File: config.mk
export PLATFORM = sky130hd
export DESIGN_NAME = input_conditioner_flat
export DESIGN_NICKNAME = d
export VERILOG_FILES = /design/src/rtl/input_conditioner_if.sv /design/src/rtl/input_conditioner.sv /design/src/flat_wrapper.sv
export SDC_FILE = /design/constraint.sdc
export NUM_CORES = 1
export LEC_CHECK = 0
export ABC_AREA = 1
export CELL_PAD_IN_SITES_DETAIL_PLACEMENT = 1
export CELL_PAD_IN_SITES_GLOBAL_PLACEMENT = 2
export CORE_MARGIN = 1
export CORE_UTILIZATION = 31
export CTS_CLUSTER_SIZE = 20
export DETAILED_ROUTE_END_ITERATION = 10
export PLACE_DENSITY = 0.77
export SYNTH_ARGS = -nofsm -noshare
export SYNTH_HDL_FRONTEND = slang
export SYNTH_SLANG_ARGS = --single-unit
File: constraint.sdc
create_clock -name clk -period 1.42 [get_ports clk]
set_clock_uncertainty 0.15 [all_clocks]
set_input_delay 0.284 -clock clk [delete_from_list [all_inputs] [get_ports clk]]
set_output_delay 0.284 -clock clk [all_outputs]
set_load 0.005 [all_outputs]
File: src/rtl/input_conditioner_if.sv
// rtl/input_conditioner_if.sv - pin-side and control-side signal bundle for input_conditioner
//
// Purpose: groups the raw input pins, per-channel enables and conditioned
// outputs of one input_conditioner instance.
//
// Signals (bit i = channel i):
//   i_din     raw asynchronous input pins
//   i_chan_en synchronous per-channel pulse enable
//   o_level   debounced filtered level
//   o_rise    one-cycle pulse on filtered 0->1
//   o_fall    one-cycle pulse on filtered 1->0
//   o_held    filtered level has been high for the hold delay
//   o_repeat  one-cycle auto-repeat pulse
//
// Modports:
//   master  drives the pins and enables, observes the conditioned outputs
//   slave   the conditioner itself
interface input_conditioner_if #(
  parameter int N_CH = 5
);

  logic [N_CH-1:0] i_din;
  logic [N_CH-1:0] i_chan_en;
  logic [N_CH-1:0] o_level;
  logic [N_CH-1:0] o_rise;
  logic [N_CH-1:0] o_fall;
  logic [N_CH-1:0] o_held;
  logic [N_CH-1:0] o_repeat;

  modport master (
    output i_din,
    output i_chan_en,
    input  o_level,
    input  o_rise,
    input  o_fall,
    input  o_held,
    input  o_repeat
  );

  modport slave (
    input  i_din,
    input  i_chan_en,
    output o_level,
    output o_rise,
    output o_fall,
    output o_held,
    output o_repeat
  );

endinterface

File: src/rtl/input_conditioner.sv
// rtl/input_conditioner.sv - multi-channel synchroniser, debounce, edge pulse and auto-repeat
//
// Purpose: conditions N_CH asynchronous front-panel / control inputs for the
// control FSMs. Each channel is fully independent:
//   synchroniser (SYNC_STAGES flops) -> counter debounce -> filtered level
//   -> registered rise/fall pulses -> optional hold detect with auto-repeat.
//
// Ports:
//   clk    system clock, all flops on posedge
//   reset  asynchronous active-high reset, clears every flop
//   bus    input_conditioner_if.slave
//            i_din, i_chan_en        inputs
//            o_level, o_rise, o_fall outputs (registered)
//            o_held, o_repeat        outputs (registered, 0 when REPEAT_DELAY=0)
//
// Every output is driven straight from a flop; there is no combinational
// path from i_din or i_chan_en to any output.
module input_conditioner #(
  parameter int N_CH            = 5,
  parameter int SYNC_STAGES     = 2,
  parameter int DEBOUNCE_CYCLES = 4,
  parameter int REPEAT_DELAY    = 0,
  parameter int REPEAT_PERIOD   = 8
) (
  input logic                  clk,
  input logic                  reset,
  input_conditioner_if.slave   bus
);

  localparam int CNT_W = $clog2(DEBOUNCE_CYCLES + 1);

  // Hold counter only needs to reach the larger of the two intervals because
  // it reloads on every repeat pulse.
  localparam int HC_MAX = (REPEAT_DELAY > REPEAT_PERIOD) ? REPEAT_DELAY : REPEAT_PERIOD;
  localparam int HC_W   = $clog2(HC_MAX + 1);
  localparam int HCX_W  = HC_W + 1;

  logic [N_CH-1:0] w_level;
  logic [N_CH-1:0] w_rise;
  logic [N_CH-1:0] w_fall;
  logic [N_CH-1:0] w_held;
  logic [N_CH-1:0] w_repeat;

  for (genvar g = 0; g < N_CH; g++) begin : g_ch

    logic [SYNC_STAGES-1:0] r_sync;
    logic [CNT_W-1:0]       r_cnt;
    logic                   r_level;
    logic                   r_rise;
    logic                   r_fall;
    logic                   w_s;
    logic                   w_mismatch;
    logic                   w_toggle;

    // ------------------------------------------------------------------
    // Synchroniser: bit 0 samples the pin, the top bit is the safe copy.
    // ------------------------------------------------------------------
    always_ff @(posedge clk or posedge reset) begin
      if (reset) begin
        r_sync <= '0;
      end else begin
        r_sync <= {r_sync[SYNC_STAGES-2:0], bus.i_din[g]};
      end
    end

    assign w_s = r_sync[SYNC_STAGES-1];

    // ------------------------------------------------------------------
    // Debounce: count consecutive samples that disagree with the filtered
    // level. Any agreeing sample restarts the count, so a bounce has to
    // settle for a full DEBOUNCE_CYCLES run before the level moves. The
    // toggle happens on the edge that would take the count to
    // DEBOUNCE_CYCLES, hence the compare against DEBOUNCE_CYCLES-1.
    // ------------------------------------------------------------------
    assign w_mismatch = w_s ^ r_level;
    assign w_toggle   = w_mismatch && (r_cnt == CNT_W'(DEBOUNCE_CYCLES - 1));

    always_ff @(posedge clk or posedge reset) begin
      if (reset) begin
        r_cnt   <= '0;
        r_level <= 1'b0;
        r_rise  <= 1'b0;
        r_fall  <= 1'b0;
      end else begin
        if (!w_mismatch || w_toggle) begin
          r_cnt <= '0;
        end else begin
          r_cnt <= r_cnt + 1'b1;
        end

        if (w_toggle) begin
          r_level <= ~r_level;
        end

        // Pulses are computed from the pre-toggle level so they land in the
        // cycle right after the level changes; rise and fall are exclusive.
        r_rise <= w_toggle & ~r_level & bus.i_chan_en[g];
        r_fall <= w_toggle &  r_level & bus.i_chan_en[g];
      end
    end

    assign w_level[g] = r_level;
    assign w_rise[g]  = r_rise;
    assign w_fall[g]  = r_fall;

    // ------------------------------------------------------------------
    // Hold detection and auto-repeat.
    // ------------------------------------------------------------------
    if (REPEAT_DELAY > 0) begin : g_hold

      logic [HC_W-1:0]  r_hc;
      logic             r_held;
      logic             r_rpt;
      logic [HCX_W-1:0] w_hc_inc;
      logic             w_due;
      logic             w_fire;

      // r_hc counts cycles since the level rose (or since the last repeat);
      // the incremented value equals the number of edges elapsed at the
      // current edge, so comparing it to the interval fires exactly on time.
      assign w_hc_inc = {1'b0, r_hc} + 1'b1;
      assign w_due    = r_held ? (w_hc_inc == HCX_W'(REPEAT_PERIOD))
                               : (w_hc_inc == HCX_W'(REPEAT_DELAY));

      // A repeat that falls due on the same edge as the level falling is
      // dropped: the release wins.
      assign w_fire = r_level && !w_toggle && w_due;

      always_ff @(posedge clk or posedge reset) begin
        if (reset) begin
          r_hc   <= '0;
          r_held <= 1'b0;
          r_rpt  <= 1'b0;
        end else begin
          r_rpt <= w_fire & bus.i_chan_en[g];

          // Level low, level rising (toggle while low) and level falling
          // (toggle while high) all restart the hold qualification.
          if (!r_level || w_toggle) begin
            r_hc   <= '0;
            r_held <= 1'b0;
          end else if (w_fire) begin
            r_hc   <= '0;
            r_held <= 1'b1;
          end else begin
            r_hc <= r_hc + 1'b1;
          end
        end
      end

      assign w_held[g]   = r_held;
      assign w_repeat[g] = r_rpt;

    end else begin : g_no_hold

      assign w_held[g]   = 1'b0;
      assign w_repeat[g] = 1'b0;

    end

  end

  assign bus.o_level  = w_level;
  assign bus.o_rise   = w_rise;
  assign bus.o_fall   = w_fall;
  assign bus.o_held   = w_held;
  assign bus.o_repeat = w_repeat;

endmodule

File: src/flat_wrapper.sv
// flat-port wrapper written by rule: the top's interface ports become plain ports
module input_conditioner_flat 
#(
  parameter int N_CH            = 5,
  parameter int SYNC_STAGES     = 2,
  parameter int DEBOUNCE_CYCLES = 4,
  parameter int REPEAT_DELAY    = 0,
  parameter int REPEAT_PERIOD   = 8
)
  (clk, reset, bus_i_din, bus_i_chan_en, bus_o_level, bus_o_rise, bus_o_fall, bus_o_held, bus_o_repeat);
  input_conditioner_if #(.N_CH(N_CH)) bus_i ();
  input logic clk;
  input logic reset;
  input wire logic [$bits(bus_i.i_din)-1:0] bus_i_din;
  input wire logic [$bits(bus_i.i_chan_en)-1:0] bus_i_chan_en;
  output wire logic [$bits(bus_i.o_level)-1:0] bus_o_level;
  output wire logic [$bits(bus_i.o_rise)-1:0] bus_o_rise;
  output wire logic [$bits(bus_i.o_fall)-1:0] bus_o_fall;
  output wire logic [$bits(bus_i.o_held)-1:0] bus_o_held;
  output wire logic [$bits(bus_i.o_repeat)-1:0] bus_o_repeat;
  assign bus_i.i_din = bus_i_din;
  assign bus_i.i_chan_en = bus_i_chan_en;
  assign bus_o_level = bus_i.o_level;
  assign bus_o_rise = bus_i.o_rise;
  assign bus_o_fall = bus_i.o_fall;
  assign bus_o_held = bus_i.o_held;
  assign bus_o_repeat = bus_i.o_repeat;
  input_conditioner #(.N_CH(N_CH), .SYNC_STAGES(SYNC_STAGES), .DEBOUNCE_CYCLES(DEBOUNCE_CYCLES), .REPEAT_DELAY(REPEAT_DELAY), .REPEAT_PERIOD(REPEAT_PERIOD)) u_core (.clk(clk), .reset(reset), .bus(bus_i));
endmodule
# After elaboration in Yosys (flattened, before gate mapping)
# Index checks and enable logic that the tools add are counted.
word_totals:
  ff_bits: 40
  output_inout_bits: 25
  wordCells: 85
classes:
  n_addsub: 5
  n_eq_ne: 5
  mux: 5
  n_bitwise: 30
  reduce_logical: 15
op_table:
  columns: ["operator", "n"]
  rows:
  - ["1-bit bitwise AND", 20]
  - ["3-bit by 1-bit adder with 3-bit output, second input constant", 5]
  - ["3-bit by 2-bit equality test with 1-bit output, second input constant", 5]
  - ["3-bit 2-to-1 mux", 5]
  - ["1-bit logical AND", 5]
  - ["1-bit logical NOT", 5]
  - ["1-bit logical OR", 5]
  - ["1-bit NOT", 5]
  - ["1-bit bitwise XOR", 5]

# Logic depth before layout (Yosys ltp)
logic_depth:
  word_depth: 4
  mapped_depth: 5
  depth_no_buf: 5

# Worst setup path before layout
# Ideal clock, no wire load.
synth_path:
  path_kind: "register to register"
  from: "register u_core.g_ch[2].r_cnt[0]"
  to: "register u_core.g_ch[2].r_cnt[0]"
  setup_time_ns: 0.071
  arrival_time_ns: 0.970
  required_time_ns: 1.199
  slack_ns: 0.228
  stages_incl_launch_ff: 6
  synth_period_minus_slack_ns: 1.192
  path_cell_list: "dfrtp_1 ha_1 ha_1 inv_1 nand3_2 nor2_1"
synth_via:
  elab_chain_cells: 4
  word_cells_on_any_way: 5
  classes_between: "add/sub: 1; eq/ne: 1; mux: 1; reduce/logical: 2"
synth_rtl:
  columns: ["element", "line", "rtl"]
  rows:
  - ["from (decl)", "input_conditioner.sv:47", "logic [CNT_W-1:0] r_cnt;"]
  - ["from (signal assigned)", "input_conditioner.sv:88", "r_cnt <= r_cnt + 1'b1;"]
  - ["parallel branches: the longest is 3 deep, another holds 3-bit by 1-bit adder with 3-bit output", null, null]
  - ["3-bit 2-to-1 mux (*)", "input_conditioner.sv:85", "if (!w_mismatch || w_toggle) begin"]
# Mark *: on every way between the ends.
# A chain may end at the register's enable or synchronous reset.

# Worst setup path in the final report
layout_path:
  from: "register u_core.g_ch[4].r_level"
  to: "output bus_o_level[4]"
layout_rtl:
  columns: ["element", "line", "rtl"]
  rows:
  - ["from (decl)", "input_conditioner.sv:48", "logic r_level;"]
  - ["from (signal assigned)", "input_conditioner.sv:92", "r_level <= ~r_level;"]
  - ["to (decl)", "flat_wrapper.sv:16", "output wire logic [$bits(bus_i.o_level)-1:0] bus_o_level;"]
# No word-level cell between the ends.

==> flow_summary.ini <==
[run_status]
status = completed

[clock_network]
clk_pin_slew_worst_paths_ns = 0.08
cts.htree.levels = 2
tritoncts = built
numCtsBuffers = 5
number_of_buffers_on_the_longest_clock_path = 2
clock_tree.root_cell = clkbuf_8
clk_latency_ns = 0.29
cts.sinks = 40
post_cts_hold_buffer_count = 0

[worst_setup_path]
worstPathBufferInverterCount = 1
worst_setup_path_start_kind = register
timing.critical_path.to_type = output pin
cpMaxStageDelayCell = dfrtp_1
crit_path_start = u_core.g_ch[4].r_level$_DFFE_PP0N_
timing.rr.start = u_core.g_ch[4].r_cnt[0]$_DFF_PP0_
timing.reg2reg.worst_path_depth = 5
timing.setup.critical_path_class = reg2out
worstSetupEndpoint = bus_o_level[4]
critical_path_arrival_ns = 0.92
ff2ff_setup_slack_ns = 0.11
worstReg2RegEnd = u_core.g_ch[4].r_cnt[1]$_DFF_PP0_
cp_max_fo = 2
cp_num_cells = 1
crit_path_cell_trace = dlygate4sd2_1
crit_required_ns = 0.99
max_stage_delay_ns = 0.38
critical-path-top-delay-family = flip-flops

[logic_synthesis]
ff_latch_count_synth = 40
ys_top_cells_by_area = dfrtp_1, buf_4, ha_1
synth-warning-count = 0
synth-edff-count = 0
synthesis.instances = 163
synth-async-reset-ratio = 1.00
yosys.area.top_type_share = 0.587
synthFlopType = dfrtp_1
synth_area_leader_cell = dfrtp_1
synthesis.area_sq_mm = 0.00170
synth.most_common_cell = dfrtp_1
synth_cell_types = 13
synth.yosys.seq_area_share = 0.587
syn_avg_cell_area_sq_um = 10.5
synth.cells.most_frequent = dfrtp_1, buf_4, inv_1, nor2_1, nand2_1

[drt]
wirelength_um = 2800
detailroute.via_count = 1066
route.antenna.remaining_nets = 0
vias_per_cell = 4.13
drtIter0Drc = 27
drc_violation_count_after_routing = 0
detailedRoute.firstPassIterationCount = 4
routed_wirelength_normalized_by_instance_count_um = 10.9

[timing]
min_period_over_period = 0.955
finalWorstSetupSlack_ns = 0.0642
max_freq_mhz = 738
final_max_slew_viol_count = 0
hold_viol = 0
fin_setup_tns_ns = 0
worst_hold_slack_ns = 0.194
setup_violations = 0
unrepaired_setup_endpoints_after_global_routing = no
final.min_clock_period_ns = 1.36

[grt]
total_congestion_overflow_after_global_routing = 0
grt_start_max_net_pins = 41
number_of_global_route_vias_before_repair = 1213
grt_first_pass_wirelength_um = 5250
gr-usage-met2 = 0.220
antenna_found_initial = 0
grt_util_met3 = 0.0371
grt-busiest-layer = met2
grtUsageTotal = 0.118
use_met1 = 0.114

[layout]
nets = 209
insertedDiodeCount = 0
fillerInstances = 581
drive_above_1_share = 0.170
final_core_util = 0.395
areaGrowthSynthToFinish_pct = 20.8

[floorplan]
die_y_um = 76.1
die_area_sq_mm = 0.00580
floorplan.die.width_um = 76.1
core_region_sq_mm = 0.00520
top_level_ports = 37
row_count = 26
initial_utilization = 0.327

[power]
finalPower_uw = 3360
power.ir.vdd_worst_mv = 0.515
cellLeakagePower_uw = 0.00110
power.density_mw_per_mm2 = 1630

[hold_path]
holdCritPathClass = in2async

[placed_design]
gp_congestion = 0.743
place_worst_setup_slack_ns = 0.0711
placement.io_buffers = 26
dp_hpwl_um = 2140

[flow_run]
max_cap_violations = 0
how the worst min path moves through the flow:
| stage | start | end | slack (ns) | cells after the start |
|---|---|---|---|---|
| floorplan | bus_i_din[0] | u_core.g_ch[0].r_sync[0]$_DFF_PP0_ | 0.17 | 0 |
| global placement | u_core.g_ch[0].r_sync[0]$_DFF_PP0_ | u_core.g_ch[0].r_sync[1]$_DFF_PP0_ | 0.18 | 0 |
| detailed placement | u_core.g_ch[0].r_sync[0]$_DFF_PP0_ | u_core.g_ch[0].r_sync[1]$_DFF_PP0_ | 0.19 | 0 |
| CTS | reset | u_core.g_ch[2].r_sync[1]$_DFF_PP0_ | 0.20 | 3 |
| global route | reset | u_core.g_ch[2].r_sync[1]$_DFF_PP0_ | 0.22 | 3 |
| finish | reset | u_core.g_ch[1].r_cnt[0]$_DFF_PP0_ | 0.19 | 3 |
layer usage:
layer  part of all wire  vias to the layer above
li1                   -                      502
met5                  0                        -
met1               0.37                      532
met4              0.024                        0
met3              0.042                        8
met2               0.56                       24
registers in the layout, summed over array words and instances, names as in the netlist:
signal               flops
u_core.g_ch.r_sync      10
u_core.g_ch.r_fall       5
u_core.g_ch.r_level      5
u_core.g_ch.r_rise       5
u_core.g_ch.r_cnt       15
metrics by stage:
| step | std cells | instance area, sq um |
|---|---|---|
| floorplan | 172 | 1740 |
| global placement | 244 | 1920 |
| detailed placement | 244 | 1920 |
| CTS | 257 | 2040 |
| global route | 258 | 2060 |
| finish | 258 | 2060 |
repair_timing:
action	4_1_cts	5_1_grt
pin swaps	0	0
setup endpoints to repair	15	7
buffers inserted	5	1
resized for setup	15	5
layout by cell type (no fill, tap or decap):
cell type / instances
nand3_2: 5
clkbuf_1: 1
inv_1: 22
ha_1: 9
nor2_1: 20
nand2_2: 4
nor2_2: 1
nand2_1: 13
clkbuf_8: 5
clkinv_2: 1
dlygate4sd2_1: 14
inv_2: 7
ha_2: 1
buf_12: 1
bufinv_16: 1
clkdlybuf4s50_1: 11
conb_1: 10
clkdlybuf4s15_1: 1
o21ai_0: 5
nor3_1: 4
nand3_1: 6
buf_4: 6
dfrtp_1: 40
cell type report:
cell class                      count  area (sq um)  share of cell area
Sequential cell                    40          1000               0.486
Clock inverter                      2          35.0              0.0170
Timing Repair Buffer               33           308               0.150
Clock buffer                        6          72.6              0.0353
Multi-Input combinational cell     78           445               0.216
Inverter                           29           109              0.0529
Tap cell                           70          87.6              0.0426
worst register-to-register path: cells and delay by family (launching register included):
kind | cells | cell delay (ns)
adder cells (fa/ha/maj) | 2 | 0.42
buffers and inverters | 1 | 0.09
flip-flops | 1 | 0.38
AND/OR/NAND/NOR | 2 | 0.20
power by group:
part / switching, uW / internal (uW)
sequential: 109 / 1390
combinational: 516 / 445
clock: 378 / 521
kinds of logic after synthesis:
logic type               count (synthesis)  synth area share
buffers and inverters                   54             0.174
AND/OR/NAND/NOR                         53             0.148
flip-flops                              40             0.587
adder cells (fa/ha/maj)                 10            0.0734
AO/OA/AOI/OAI                            5            0.0147
other                                    1           0.00220
Note: power is estimated with default switching activity, not from simulation.
